**config.mk**
```make
export PLATFORM = sky130hd
export DESIGN_NAME = diag_ebus_master_flat
export DESIGN_NICKNAME = d
export VERILOG_FILES = /design/src/rtl/diag_pkg.sv /design/src/rtl/diag_ebus_master_if.sv /design/src/rtl/diag_dwell_counter.sv /design/src/rtl/diag_ebus_master.sv /design/src/flat_wrapper.sv
export SDC_FILE = /design/constraint.sdc
export NUM_CORES = 1
export LEC_CHECK = 0
export ABC_AREA = 1
export CAP_MARGIN = 10
export CORE_MARGIN = 3
export CORE_UTILIZATION = 47
export CTS_CLUSTER_DIAMETER = 80
export CTS_CLUSTER_SIZE = 10
export DETAILED_ROUTE_END_ITERATION = 16
export PLACE_DENSITY = 0.8
export SLEW_MARGIN = 25
export SYNTH_ARGS = -nofsm -noshare
export SYNTH_HDL_FRONTEND = slang
export SYNTH_SLANG_ARGS = --single-unit
export TNS_END_PERCENT = 100
```
**constraint.sdc**
```tcl
create_clock -name clk -period 1.85 [get_ports clk]
set_clock_uncertainty 0.1 [all_clocks]
set_input_delay 0.37 -clock clk [delete_from_list [all_inputs] [get_ports clk]]
set_output_delay 0.37 -clock clk [all_outputs]
set_load 0.005 [all_outputs]
```
**src/rtl/diag_pkg.sv**
```systemverilog
// Shared types and constants for the EBUS diagnostic function master.
package diag_pkg;

  localparam int unsigned DIAG_DWELL_W = 4;

  typedef enum logic [2:0] {
    ST_IDLE,
    ST_SETUP,
    ST_STROBE,
    ST_HOLD,
    ST_RESP
  } diagMasterState_t;

  localparam logic [0:6] DIAG_LD_FUNC_076   = 7'o076;
  localparam logic [0:6] DIAG_CLK_EDP       = 7'o077;
  localparam logic [0:6] DIAG_READ_FUNC_10x = 7'o100;

  // Dwell counters run from cyc-1 down to 0; a request of 0 cycles behaves as 1.
  function automatic logic [DIAG_DWELL_W-1:0] diag_dwell_load(input int unsigned cyc);
    if (cyc == 0) return '0;
    return DIAG_DWELL_W'(cyc - 1);
  endfunction

endpackage

```
**src/rtl/diag_ebus_master_if.sv**
```systemverilog
// Command, response and EBUS signal bundle between the console master and its peers.
interface diag_ebus_master_if;

  logic        cmdValid;
  logic        cmdReady;
  logic [0:6]  cmdFunc;
  logic [0:35] cmdData;

  logic        rspValid;
  logic        rspReady;
  logic [0:35] rspData;
  logic        rspParErr;

  logic [0:6]  ebusDs;
  logic        ebusDiagStrobe;
  logic [0:35] ebusDataOut;
  logic        ebusDataDrive;
  logic [0:35] ebusDataIn;
  logic        ebusParityIn;

  modport master (
    input  cmdValid, cmdFunc, cmdData, rspReady, ebusDataIn, ebusParityIn,
    output cmdReady, rspValid, rspData, rspParErr,
           ebusDs, ebusDiagStrobe, ebusDataOut, ebusDataDrive
  );

  modport slave (
    output cmdValid, cmdFunc, cmdData, rspReady, ebusDataIn, ebusParityIn,
    input  cmdReady, rspValid, rspData, rspParErr,
           ebusDs, ebusDiagStrobe, ebusDataOut, ebusDataDrive
  );

endinterface

```
**src/rtl/diag_dwell_counter.sv**
```systemverilog
// Loadable down-counter with zero flag; times the SETUP, STROBE and HOLD phases.
module diag_dwell_counter
  import diag_pkg::*;
(
  input  logic                    clk,
  input  logic                    resetN,
  input  logic                    load_i,
  input  logic [DIAG_DWELL_W-1:0] loadVal_i,
  input  logic                    dec_i,
  output logic                    zero_o
);

  logic [DIAG_DWELL_W-1:0] cnt_q;

  always_ff @(posedge clk or negedge resetN) begin
    if (!resetN) begin
      cnt_q <= '0;
    end else if (load_i) begin
      cnt_q <= loadVal_i;
    end else if (dec_i && (cnt_q != '0)) begin
      cnt_q <= cnt_q - 1'b1;
    end
  end

  assign zero_o = (cnt_q == '0);

endmodule

```
**src/rtl/diag_ebus_master.sv**
```systemverilog
// Console-side EBUS diagnostic initiator: one command at a time through
// setup / strobe / hold dwell phases, with read capture and parity check.
module diag_ebus_master
  import diag_pkg::*;
#(
  parameter int unsigned SETUP_CYC  = 2,
  parameter int unsigned STROBE_CYC = 4,
  parameter int unsigned HOLD_CYC   = 2
) (
  input  logic               clk,
  input  logic               resetN,
  diag_ebus_master_if.master bus
);

  if ((SETUP_CYC > 15) || (STROBE_CYC > 15) || (HOLD_CYC > 15)) begin : g_param_err
    $error("diag_ebus_master: dwell parameters must be in 1..15");
  end

  localparam logic [DIAG_DWELL_W-1:0] SETUP_LD  = diag_dwell_load(SETUP_CYC);
  localparam logic [DIAG_DWELL_W-1:0] STROBE_LD = diag_dwell_load(STROBE_CYC);
  localparam logic [DIAG_DWELL_W-1:0] HOLD_LD   = diag_dwell_load(HOLD_CYC);

  diagMasterState_t state_q, state_d;

  logic                    cntLoad, cntDec, cntZero;
  logic [DIAG_DWELL_W-1:0] cntLoadVal;

  logic [0:6]  func_q;
  logic [0:35] data_q;
  logic        isRead_q;
  logic        accept;
  logic [0:6]  funcNext;
  logic [0:35] dataNext;
  logic        readNext;

  logic [0:6]  ds_q, ds_d;
  logic        strobe_q, strobe_d;
  logic [0:35] dout_q, dout_d;
  logic        drive_q, drive_d;
  logic        rspValid_q, rspValid_d;
  logic [0:35] rspData_q;
  logic        rspParErr_q;
  logic        sample;

  diag_dwell_counter u_dwell (
    .clk       (clk),
    .resetN    (resetN),
    .load_i    (cntLoad),
    .loadVal_i (cntLoadVal),
    .dec_i     (cntDec),
    .zero_o    (cntZero)
  );

  assign accept = (state_q == ST_IDLE) && bus.cmdValid;

  always_ff @(posedge clk or negedge resetN) begin
    if (!resetN) state_q <= ST_IDLE;
    else         state_q <= state_d;
  end

  always_comb begin
    state_d    = state_q;
    cntLoad    = 1'b0;
    cntLoadVal = '0;
    cntDec     = 1'b0;
    case (state_q)
      ST_IDLE: begin
        if (bus.cmdValid) begin
          state_d    = ST_SETUP;
          cntLoad    = 1'b1;
          cntLoadVal = SETUP_LD;
        end
      end
      ST_SETUP: begin
        if (cntZero) begin
          state_d    = ST_STROBE;
          cntLoad    = 1'b1;
          cntLoadVal = STROBE_LD;
        end else begin
          cntDec = 1'b1;
        end
      end
      ST_STROBE: begin
        if (cntZero) begin
          state_d    = ST_HOLD;
          cntLoad    = 1'b1;
          cntLoadVal = HOLD_LD;
        end else begin
          cntDec = 1'b1;
        end
      end
      ST_HOLD: begin
        if (cntZero) state_d = ST_RESP;
        else         cntDec  = 1'b1;
      end
      ST_RESP: begin
        if (bus.rspReady) state_d = ST_IDLE;
      end
      default: state_d = ST_IDLE;
    endcase
  end

  always_ff @(posedge clk or negedge resetN) begin
    if (!resetN) begin
      func_q   <= '0;
      data_q   <= '0;
      isRead_q <= 1'b0;
    end else if (accept) begin
      func_q   <= bus.cmdFunc;
      data_q   <= bus.cmdData;
      isRead_q <= bus.cmdFunc[0];
    end
  end

  // Outputs are registered from the next state, so on the accept edge the
  // command fields must come straight from the inputs rather than the latches.
  assign funcNext = accept ? bus.cmdFunc    : func_q;
  assign dataNext = accept ? bus.cmdData    : data_q;
  assign readNext = accept ? bus.cmdFunc[0] : isRead_q;

  always_comb begin
    ds_d       = '0;
    strobe_d   = 1'b0;
    dout_d     = '0;
    drive_d    = 1'b0;
    rspValid_d = 1'b0;
    case (state_d)
      ST_SETUP, ST_STROBE, ST_HOLD: begin
        ds_d     = funcNext;
        drive_d  = !readNext;
        dout_d   = readNext ? '0 : dataNext;
        strobe_d = (state_d == ST_STROBE);
      end
      ST_RESP: rspValid_d = 1'b1;
      default: ;
    endcase
  end

  always_ff @(posedge clk or negedge resetN) begin
    if (!resetN) begin
      ds_q       <= '0;
      strobe_q   <= 1'b0;
      dout_q     <= '0;
      drive_q    <= 1'b0;
      rspValid_q <= 1'b0;
    end else begin
      ds_q       <= ds_d;
      strobe_q   <= strobe_d;
      dout_q     <= dout_d;
      drive_q    <= drive_d;
      rspValid_q <= rspValid_d;
    end
  end

  // Read data is taken on the edge that ends the last strobe cycle.
  assign sample = (state_q == ST_STROBE) && cntZero && isRead_q;

  always_ff @(posedge clk or negedge resetN) begin
    if (!resetN) begin
      rspData_q   <= '0;
      rspParErr_q <= 1'b0;
    end else if (accept) begin
      rspData_q   <= '0;
      rspParErr_q <= 1'b0;
    end else if (sample) begin
      rspData_q   <= bus.ebusDataIn;
      rspParErr_q <= ~^{bus.ebusDataIn, bus.ebusParityIn};
    end
  end

  assign bus.cmdReady       = (state_q == ST_IDLE);
  assign bus.rspValid       = rspValid_q;
  assign bus.rspData        = rspData_q;
  assign bus.rspParErr      = rspParErr_q;
  assign bus.ebusDs         = ds_q;
  assign bus.ebusDiagStrobe = strobe_q;
  assign bus.ebusDataOut    = dout_q;
  assign bus.ebusDataDrive  = drive_q;

endmodule

```
**src/flat_wrapper.sv**
```systemverilog
// flat-port wrapper written by rule: the top's interface ports become plain ports
module diag_ebus_master_flat import diag_pkg::*;
#(
  parameter int unsigned SETUP_CYC  = 2,
  parameter int unsigned STROBE_CYC = 4,
  parameter int unsigned HOLD_CYC   = 2
)
  (clk, resetN, bus_cmdValid, bus_cmdFunc, bus_cmdData, bus_rspReady, bus_ebusDataIn, bus_ebusParityIn, bus_cmdReady, bus_rspValid, bus_rspData, bus_rspParErr, bus_ebusDs, bus_ebusDiagStrobe, bus_ebusDataOut, bus_ebusDataDrive);
  diag_ebus_master_if bus_i ();
  input  logic clk;
  input  logic resetN;
  input wire logic [$bits(bus_i.cmdValid)-1:0] bus_cmdValid;
  input wire logic [$bits(bus_i.cmdFunc)-1:0] bus_cmdFunc;
  input wire logic [$bits(bus_i.cmdData)-1:0] bus_cmdData;
  input wire logic [$bits(bus_i.rspReady)-1:0] bus_rspReady;
  input wire logic [$bits(bus_i.ebusDataIn)-1:0] bus_ebusDataIn;
  input wire logic [$bits(bus_i.ebusParityIn)-1:0] bus_ebusParityIn;
  output wire logic [$bits(bus_i.cmdReady)-1:0] bus_cmdReady;
  output wire logic [$bits(bus_i.rspValid)-1:0] bus_rspValid;
  output wire logic [$bits(bus_i.rspData)-1:0] bus_rspData;
  output wire logic [$bits(bus_i.rspParErr)-1:0] bus_rspParErr;
  output wire logic [$bits(bus_i.ebusDs)-1:0] bus_ebusDs;
  output wire logic [$bits(bus_i.ebusDiagStrobe)-1:0] bus_ebusDiagStrobe;
  output wire logic [$bits(bus_i.ebusDataOut)-1:0] bus_ebusDataOut;
  output wire logic [$bits(bus_i.ebusDataDrive)-1:0] bus_ebusDataDrive;
  assign bus_i.cmdValid = bus_cmdValid;
  assign bus_i.cmdFunc = bus_cmdFunc;
  assign bus_i.cmdData = bus_cmdData;
  assign bus_i.rspReady = bus_rspReady;
  assign bus_i.ebusDataIn = bus_ebusDataIn;
  assign bus_i.ebusParityIn = bus_ebusParityIn;
  assign bus_cmdReady = bus_i.cmdReady;
  assign bus_rspValid = bus_i.rspValid;
  assign bus_rspData = bus_i.rspData;
  assign bus_rspParErr = bus_i.rspParErr;
  assign bus_ebusDs = bus_i.ebusDs;
  assign bus_ebusDiagStrobe = bus_i.ebusDiagStrobe;
  assign bus_ebusDataOut = bus_i.ebusDataOut;
  assign bus_ebusDataDrive = bus_i.ebusDataDrive;
  diag_ebus_master #(.SETUP_CYC(SETUP_CYC), .STROBE_CYC(STROBE_CYC), .HOLD_CYC(HOLD_CYC)) u_core (.clk(clk), .resetN(resetN), .bus(bus_i));
endmodule
```
======== Word-level counts from Yosys, hierarchy flattened ========
Cells that the tools add are included.
Widths: inputs -> output; s select.
storage, ports and cells
  bits in registers ....................... 134
  bits of input ports ..................... 84
  output and inout port bits .............. 84
  word-level logic and storage cells ...... 65
operators by class
  $add $sub $neg .......................... 1
  eq/ne operators ......................... 8
  mux-type cells .......................... 30
  reduce and logical (&&, ||, !) cells .... 14
operators by type and width
  cell                 number
  $mux 36              5
  $reduce_xnor 37->1   1
  $mux 3               5
  $pmux 3 s5           1
  $mux 7               2
  $eq 3x2->1 const B   4
  $mux 1               12
  $pmux 4 s3           1
  $mux 4               2
  $eq 3x1->1 const B   2
  $eq 3x3->1 const B   2
  $reduce_or 3->1      2
  $logic_and 1x1->1    4
  $logic_not 4->1      1
  $reduce_bool 2->1    2
  $reduce_bool 4->1    1
  $sub 4x1->4 const B  1
  $logic_not 3->1      1
  $mux 2               1
  $pmux 1 s2           1
  $reduce_or 2->1      1
  $logic_not 1->1      1

======== Longest topological paths before layout ========
Gate-level depths: netlist (run 1).
  word-level depth ........................ 6
  depth in mapped cells ................... 14
  mapped depth without buffers ............ 14

======== Hierarchy ========
Synthesis (run 1) repeated with hierarchy kept, for this count alone.
second synthesis, totals
  cells, all modules ...................... 683
  area, all modules ....................... 5906.9 um^2
modules (own cells, without submodules)
  module              instances  cells each  area each (um^2)  sequential area each (um^2)
  diag_ebus_master    1          637         5611.6            3253.1
  diag_dwell_counter  1          46          295.3             100.1

======== Least setup slack after synthesis (run 1) ========
Ideal clock, no wire load.
  path type ............................... reg2reg
  start point ............................. reg u_core.u_dwell.cnt_q[0]
  end point ............................... reg u_core.rspData_q, in the netlist u_core.bus.rspData[13]
  library setup time ...................... 121 ps
  arrival ................................. 1479 ps
  required time ........................... 1629 ps
  path slack .............................. 150 ps
  cell stages (with the launch flop) ...... 10
  buffers on the path ..................... 1
  period minus slack after synthesis ...... 1700 ps
  cells stage by stage .................... dfrtp_1 inv_1 ha_1 nand3_1 nor2_1 inv_2 nor2_4 nor2_4 buf_6 a22o_1
between the ends
  longest elaborated chain between the ends .. 4
ends and longest elaborated chain
  item                            RTL line                  text
  start: declaration              diag_dwell_counter.sv:13  logic [DIAG_DWELL_W-1:0] cnt_q;
  start signal: assignment        diag_dwell_counter.sv:19  cnt_q <= loadVal_i;
  start signal: assignment        diag_dwell_counter.sv:21  cnt_q <= cnt_q - 1'b1;
  $logic_not 4->1                 diag_dwell_counter.sv:25  assign zero_o = (cnt_q == '0);
  $logic_and 1x1->1 (2 in a row)  diag_ebus_master.sv:156   assign sample = (state_q == ST_STROBE) && cntZero && isRead_q;
  $reduce_bool 2->1 (no line)     n/a
  end signal: assignment          diag_ebus_master.sv:166   rspData_q <= bus.ebusDataIn;
  end: declaration                diag_ebus_master.sv:41    logic [0:35] rspData_q;
Every way passes these cells.
A chain may end at the register's enable or synchronous reset.

======== Worst setup path in the final report (run 1) ========
  start point ............................. reg u_core.u_dwell.cnt_q[0]
  end point ............................... reg u_core.rspData_q, in the netlist u_core.bus.rspData[3]
The elaborated chain is that of the path after synthesis.

==> results.md, run 1 <==
- Clock Tree Buf Depth: 2
- Register area: 3354 um2
- Max-Cap Viols: 0
- Total Die Area: 13,470 um2
- DR iter-0 viols: 334
- Vias per inst: 5.090
- Core ar.: 11,610 um2
- Routed WL per cell: 15.81 um
- Clock Power Share: 26.8%
- Area growth syn-to-layout: 50.81%
- Latest clock arrival within the worst-skew pair: 0.42 ns
- GPL Wtd Cong: 0.8939
- GRT Util Overall: 23.07%
- Final wirelength: 15,730 um
- GRT overflow: 0
- CP max FO: 15
- Reg power frac: 33.2%
- CTS Root Cell: clkbuf_16
- Max-slew violations: 0
- Cells after Synth: 631
- RSZ-0062 raised after global routing: yes
- Multi-input gate area: 2165 um2
- Final Cycle Share: 100.1%
- Synth area leaders: dfrtp_1 (59%), nand2_1 (19%), inv_1 (3.3%), a21oi_2 (3.1%), a22o_1 (2.2%)
- Worst-Margin Slew: 0.4554 ns
- Cell variety after synth: 31
- Depth of the CTS H-tree: 4
- Fillers: 812
- WP data arrival: 2.05 ns
- Final Hold Viols: 0
- Synth cell count leaders: nand2_1 (292), dfrtp_1 (134), inv_1 (50)
- ANT nets after route: 0
- Post-synth EDFFs: 0
- Area leader, netlist: dfrtp_1
- Failing checks: setup timing
- WP data required: 2.05 ns
- Post-synth ARST share: 100.0%
- P_sw: 4364 uW
- Sw Share: 34.48%
- Finished Layout Cells: 995
- Reg clk slew, reported paths: 0.06 ns
- Most frequent cell after synthesis: nand2_1
- Dpl hpwl: 10,200 um
- Post-route DRC: 0
- Overall power: 12,660 uW
- Largest net degree at the start of global routing: 50
- IR drop worst, VDD: 0.9765 mV
- Synthesis-stage register bit count: 134
- Leakage: 0.004300 uW
- Synth warnings: 0
- Via count: 5,065
- Synth top area share: 58.90%
- I/O pins: 168
- Core Util, Final: 73.93%
- First-pass DRT Iterations: 5
- Register area share after synthesis: 58.90%
- Share of total power in combinational logic: 40.0%
- Outcome: finished, violations left
- Relative slew margins: 69.64%
- Num Clock Sinks: 134
- Final Setup Violations: 1
- Power Dens Cells: 1474 nW/um2
- CP Launch Type: flip-flop
- # diodes: 0
- Cell area after synthesis: 5693 um2
- Mean Syn Cell Area: 9.022 um2
- Hold Path Cell Cnt: 3
- Antenna violations before repair: 0
- Final hold slack: 0.2018 ns
- Crit path kind: flip-flop to flip-flop
- Width of the chip: 116.1 um
- First-pass GRT wire length: 24,050 um
- Initial Util: 49.02%
- Fmax: 0.5402 GHz
- Crit path time final: 1.851 ns
- Top_reg_cell synth: dfrtp_1
- Placed insts: 948
- Worst setup margin: -0.001146 ns
- Buffers on Ports: 167
- Critical path capture point type: flip-flop
- HP Class: input port to flip-flop
- Internal power: 8293 uW
- Syn nets: 716
- CTS tree: built
- Share of layout cells above drive strength 1: 15.02%
- Std-Cell Rows: 39
- Die height: 116.1 um
- CTS Buf Count: 17
- Vias in the first global route: 5,133
- Reg2reg path depth: 10
- Fin nets: 925
-- worst max-delay path: stages, from the launching register on --
cell,delay (ns)
dfrtp_1,0.36
inv_1,0.12
ha_4,0.16
nand3_2,0.09
nor2_2,0.13
inv_2,0.06
nor2_4,0.19
buf_6,0.13
nor2_4,0.04
buf_12,0.15
a22o_1,0.19
-- metrics by stage --
stage	TNS, ns	cell area, um2	worst slack [ns]
after floorplan	0	5693	0.1496
after global placement	-13.78	7635	-0.2473
after detailed placement	-20.61	7635	-0.3692
after CTS	-0.1001	8346	-0.02708
after global routing	-1.224	8586	-0.07169
final	-0.001146	8586	-0.001146
-- flip-flops by register name, indices dropped and copies added, names as in the netlist, 3 cells and up --
signal	cells
u_core.func_q	7
u_core.state_q	3
u_core.bus.ebusDataOut	36
u_core.u_dwell.cnt_q	4
u_core.bus.ebusDs	7
u_core.bus.rspData	36
u_core.data_q	36
-- power groups by stage --
stage	registers (uW)	clock network (uW)	logic (uW)
global placement	4210	0	3940
detailed placement	4210	0	4140
floorplan	4210	0	2430
CTS	4190	3450	4250
global route	4280	3620	5530
finish	4200	3390	5060
-- layout make-up --
type | instances | area share, %
sequential | 134 | 39.07
multi-input combinational | 427 | 25.21
timing repair buffer | 204 | 24.00
clock buffer | 23 | 5.567
inverter | 56 | 2.638
tap | 143 | 2.084
clock inverter | 8 | 1.428
-- final timing paths --
| kind | slack (ns) | startpoint | endpoint |
|---|---|---|---|
| setup / recovery | -0.001 | u_core.u_dwell.cnt_q[0] | u_core.bus.rspData[3] |
| hold / removal | 0.20 | bus_ebusDataIn[13] | u_core.bus.rspData[22] |
| setup reg to reg | -0.001 | u_core.u_dwell.cnt_q[0] | u_core.bus.rspData[3] |
| hold reg to reg | 0.38 | u_core.data_q[5] | u_core.data_q[5] |
| max in group asynchronous | 0.84 | resetN | u_core.isRead_q |
| min in group asynchronous | 0.28 | resetN | u_core.u_dwell.cnt_q[1] |
-- logic make-up after synthesis --
| kind of cell | count (synthesis) | share of synthesized area (%) |
|---|---|---|
| flops | 134 | 58.90 |
| simple gates | 324 | 22.68 |
| fa+ha+maj | 1 | 0.2197 |
| buf+inv | 74 | 5.890 |
| xor+xnor | 17 | 2.616 |
| compound gates | 81 | 9.692 |
-- metal layers --
metal	global-route usage [%]	part of all wire (%)	wire, um
met1	27.83	41	6510
met3	7.728	8.2	1286
met4	9.745	1.6	246
met5	0	0	0
met2	37.97	49	7682
-- layout by cell type (no fill, tap or decap), types with 3 or more instances in the layout --
master           Yosys  routed
a21oi_1             19      12
a21oi_2             20      27
a22o_1              14      14
buf_12               0       5
buf_4                2      21
buf_6                5      10
bufinv_16            0       3
clkbuf_1             3       3
clkbuf_16            0      17
clkbuf_8             0       3
clkdlybuf4s50_1      0     163
clkinvlp_4           0       4
dfrtp_1            134     133
inv_1               50      46
inv_2                5       5
inv_4                1       3
nand2_1            292     289
nand2_2              3       6
nand2_8              1       5
nand3_1              7       6
nor2_1              14      12
nor2_4               2       3
o21ai_0             13       6
o21ai_1             11      15
o21ai_2              0       3
xnor2_1              9       9
xor2_1               8       8
-- repair_timing --
action                                  in CTS  in global routing
endpoints found under the setup margin      51                 84
buffers inserted                             6                  6
gates resized for setup                     17                 43
cloned                                       1                  4
hold endpoints to repair                    64                  0
pin swaps                                    2                  9
hold buffers                                 1                  0
Power figures use the tool's default switching activity.
==> run 2: changes to the inputs <==
--- a/config.mk
+++ b/config.mk
@@ -5,14 +5,13 @@
 export SDC_FILE = /design/constraint.sdc
 export NUM_CORES = 1
 export LEC_CHECK = 0
-export ABC_AREA = 1
 export CAP_MARGIN = 10
 export CORE_MARGIN = 3
 export CORE_UTILIZATION = 47
 export CTS_CLUSTER_DIAMETER = 80
 export CTS_CLUSTER_SIZE = 10
 export DETAILED_ROUTE_END_ITERATION = 16
-export PLACE_DENSITY = 0.8
+export PLACE_DENSITY = 0.82
 export SLEW_MARGIN = 25
 export SYNTH_ARGS = -nofsm -noshare
 export SYNTH_HDL_FRONTEND = slang
==> results.md, run 2 <==
- DR iter-0 viols: 157 (-53%)
- Share of layout cells above drive strength 1: 23.18% (+8.2 points)
- I/O pins: 168 (unchanged)
- Total Die Area: 13,190 um2 (-2.1%)
- Commonest cells after routing, fill and taps aside: clkdlybuf4s50_1 (149), dfrtp_1 (134), nand2_1 (80), mux2_2 (42), nand3_1 (38)
- Mean Syn Cell Area: 12.74 um2 (+41%)
- WP data required: 2.10 ns (+0.05 ns)
- Overall power: 13,460 uW (+6.3%)
- Max-slew violations: 0 (unchanged)
- Post-synthesis adder-cell area fraction: 0.2247% (+0.0049 points)
- Synth top area share: 60.22% (+1.3 points)
- Relative slew margins: 74.20% (+4.6 points)
- HP Class: input port to flip-flop
- Cell area after synthesis: 5568 um2 (-2.2%)
- WP data arrival: 2.12 ns (+0.07 ns)
- XOR/XNOR Fraction of Synth Area: 6.225% (+3.6 points)
- Top_reg_cell synth: dfrtp_1
- CP Launch Type: flip-flop
- Max-Cap Viols: 0 (unchanged)
- Fin nets: 719 (-22%)
- Placed insts: 755 (-20%)
- CTS Buf Count: 17 (unchanged)
- Dpl hpwl: 9090 um (-11%)
- Critical path capture point type: flip-flop
- Cell variety after synth: 34 (+9.7%)
- Reg clk slew, reported paths: 0.06 ns (about the same)
- Std-Cell Rows: 39 (unchanged)
- GRT overflow: 0 (unchanged)
- Worst-Margin Slew: 0.3870 ns (-0.06838 ns)
- Most frequent cell after synthesis: dfrtp_1
- Reg power frac: 33.9% (+0.7 points)
- Routed WL per cell: 16.47 um (+4.2%)
- CTS tree: built
- Compound-cell area share of the yosys netlist: 1.596% (-8.1 points)
- RSZ-0062 raised after global routing: yes
- Synth area leaders: dfrtp_1 (60%), mux2_2 (8.5%), nor2b_4 (7.2%), nand2_1 (5.4%), xnor2_1 (4.9%)
- Fmax: 0.5338 GHz (-1.2%)
- Worst setup margin: -0.02350 ns (-0.02236 ns)
- Finished Layout Cells: 790 (-21%)
- Register area: 3353 um2 (about the same)
- Final Hold Viols: 0 (unchanged)
- Largest net degree at the start of global routing: 55 (+10%)
- ANT nets after route: 0 (unchanged)
- Area growth syn-to-layout: 49.26%
- First-pass DRT Iterations: 4 (-1)
- CP max FO: 15 (unchanged)
- Outcome: finished, violations left
- First-pass GRT wire length: 19,870 um (-17%)
- Buffers on Ports: 167 (unchanged)
- Post-Place Setup Slack: -0.4053 ns (-0.03607 ns)
- Synth cell count leaders: dfrtp_1 (134), nand2_1 (80), mux2_2 (42)
- Core ar.: 11,520 um2 (-0.84%)
- IR drop worst, VDD: 1.275 mV (+31%)
- Post-Synth Simple-Gate Area: 19.89% (-2.8 points)
- GRT Util Overall: 19.79% (-3.3 points)
- Final wirelength: 13,010 um (-17%)
- Final Cycle Share: 101.3% (+1.2 points)
- Crit path kind: flip-flop to flip-flop
- Depth of the CTS H-tree: 4 (unchanged)
- Multiplexer area fraction after synthesis: 8.674% (+8.7 points)
- P_sw: 3941 uW (-9.7%)
- Antenna violations before repair: 0 (unchanged)
- Internal power: 9516 uW (+15%)
- Leakage: 0.003997 uW (-7.0%)
- Clock Tree Buf Depth: 2 (unchanged)
- Via count: 3,909 (-23%)
- Latest clock arrival within the worst-skew pair: 0.41 ns (about the same)
- Placement Cell Area: 7569 um2 (-0.87%)
- Die height: 114.8 um (-1.0%)
- Num Clock Sinks: 134 (unchanged)
- Vias in the first global route: 4,105 (-20%)
- Synth warnings: 0 (unchanged)
- Power Dens Cells: 1619 nW/um2 (+9.8%)
- # diodes: 0 (unchanged)
- Crit path time final: 1.874 ns (+0.02236 ns)
- Initial Util: 48.35% (-0.67 points)
- Clock Power Share: 24.6% (-2.2 points)
- Main combinational cell family by area after synthesis: simple AND/OR/NAND/NOR gates
- Post-synth ARST share: 100.0% (unchanged)
- Post-synth EDFFs: 0 (unchanged)
- Area leader, netlist: dfrtp_1
- Final Setup Violations: 8 (+7)
- Syn nets: 522 (-27%)
- Sw Share: 29.29% (-5.2 points)
- Share of total power in combinational logic: 41.5% (+1.5 points)
- Register area share after synthesis: 60.22% (+1.3 points)
- Multi-input gate area: 2127 um2 (-1.7%)
- Synthesis-stage register bit count: 134 (unchanged)
- GPL Wtd Cong: 0.8128 (-9.1%)
- Vias per inst: 4.948 (-2.8%)
- Finished Cell Area: 8310 um2 (-3.2%)
- Cells after Synth: 437 (-31%)
- Post-route DRC: 0 (unchanged)
- Failing checks: setup timing
- CTS Root Cell: clkbuf_16
- Width of the chip: 114.8 um (-1.0%)
- Fillers: 749 (-7.8%)
- Commonest non-fill, non-tap cell in the layout: clkdlybuf4s50_1
[run 2: cell count changes after synthesis, sizes merged, moves of 6 or more]
| cell | before | now |
|---|---|---|
| nor2b | 0 | 32 |
| nand2 | 298 | 81 |
| inv | 56 | 6 |
| and2b | 0 | 11 |
| a22o | 14 | 0 |
| a21oi | 40 | 3 |
| nor2 | 16 | 10 |
| o21ai | 24 | 3 |
| xnor2 | 9 | 31 |
| mux2 | 0 | 42 |
| nand3 | 7 | 38 |
[run 2: path summary, 6_finish.rpt]
| path | from | to | slack [ns] | cells past startpoint |
|---|---|---|---|---|
| worst max-delay path | u_core.u_dwell.cnt_q[1] | u_core.bus.ebusDataOut[23] | -0.02 | 7 |
| worst max register to register | u_core.u_dwell.cnt_q[1] | u_core.bus.ebusDataOut[23] | -0.02 | 7 |
| worst min register to register | u_core.func_q[0] | u_core.func_q[0] | 0.38 | 2 |
| min in group asynchronous | resetN | u_core.data_q[20] | 0.32 | 2 |
| worst min-delay path | bus_ebusDataIn[32] | u_core.bus.rspData[3] | 0.13 | 3 |
| max in group asynchronous | resetN | u_core.bus.rspData[17] | 0.71 | 3 |
[run 2: repair_timing]
| action | in CTS | in global routing |
|---|---|---|
| gates resized for setup | 1 | 29 |
| endpoints found under the setup margin | 29 | 36 |
| buffers inserted | 2 | 0 |
| pin swaps | 2 | 15 |
| hold buffers | 1 | 0 |
| hold endpoints to repair | 38 | 0 |
[run 2: kinds of logic after synthesis]
kind of cell    after synthesis
buf+inv                      27
compound gates               13
xor+xnor                     38
mux                          43
flops                       134
simple gates                181
fa+ha+maj                     1
[run 2: layout make-up]
class / count / area share [%]
clock buffer: 22 / 5.706
clock inverter: 10 / 1.460
sequential: 134 / 40.35
timing repair buffer: 199 / 24.47
inverter: 6 / 0.2710
tap: 143 / 2.153
multi-input combinational: 276 / 25.59
[run 2: routing by layer]
metal	track usage (%)	routed length (um)
met5	0	0
met4	9.155	307
met3	7.263	1053
met2	33.95	6748
met1	21.88	4901
[run 2: worst max-delay path, cell delays in order (launching register included)]
cell,delay (ns)
dfrtp_1,0.35
inv_1,0.05
ha_2,0.18
and4bb_4,0.19
a211o_1,0.27
or2_4,0.34
buf_12,0.20
nor2b_4,0.12
[run 2: power groups by stage]
stage | Clock (uW) | Sequential (uW) | Combinational (uW)
floorplan | 0 | 4580 | 3240
detailed placement | 0 | 4600 | 5510
global route | 3510 | 4670 | 6040
finish | 3300 | 4560 | 5590
CTS | 3370 | 4580 | 5590
global placement | 0 | 4540 | 5320
[run 2: metrics by stage]
step            TNS, ns  hold WS, ns  utilization [%]
2_1_floorplan   -0.6977     -0.02559                -
3_3_place_gp     -8.966       0.1922            65.72
3_5_place_dp     -10.19       0.2022            65.72
4_1_cts        -0.06493       0.3277            71.10
5_1_grt          -2.090       0.1178            72.16
6_report       -0.06138       0.1332            72.16
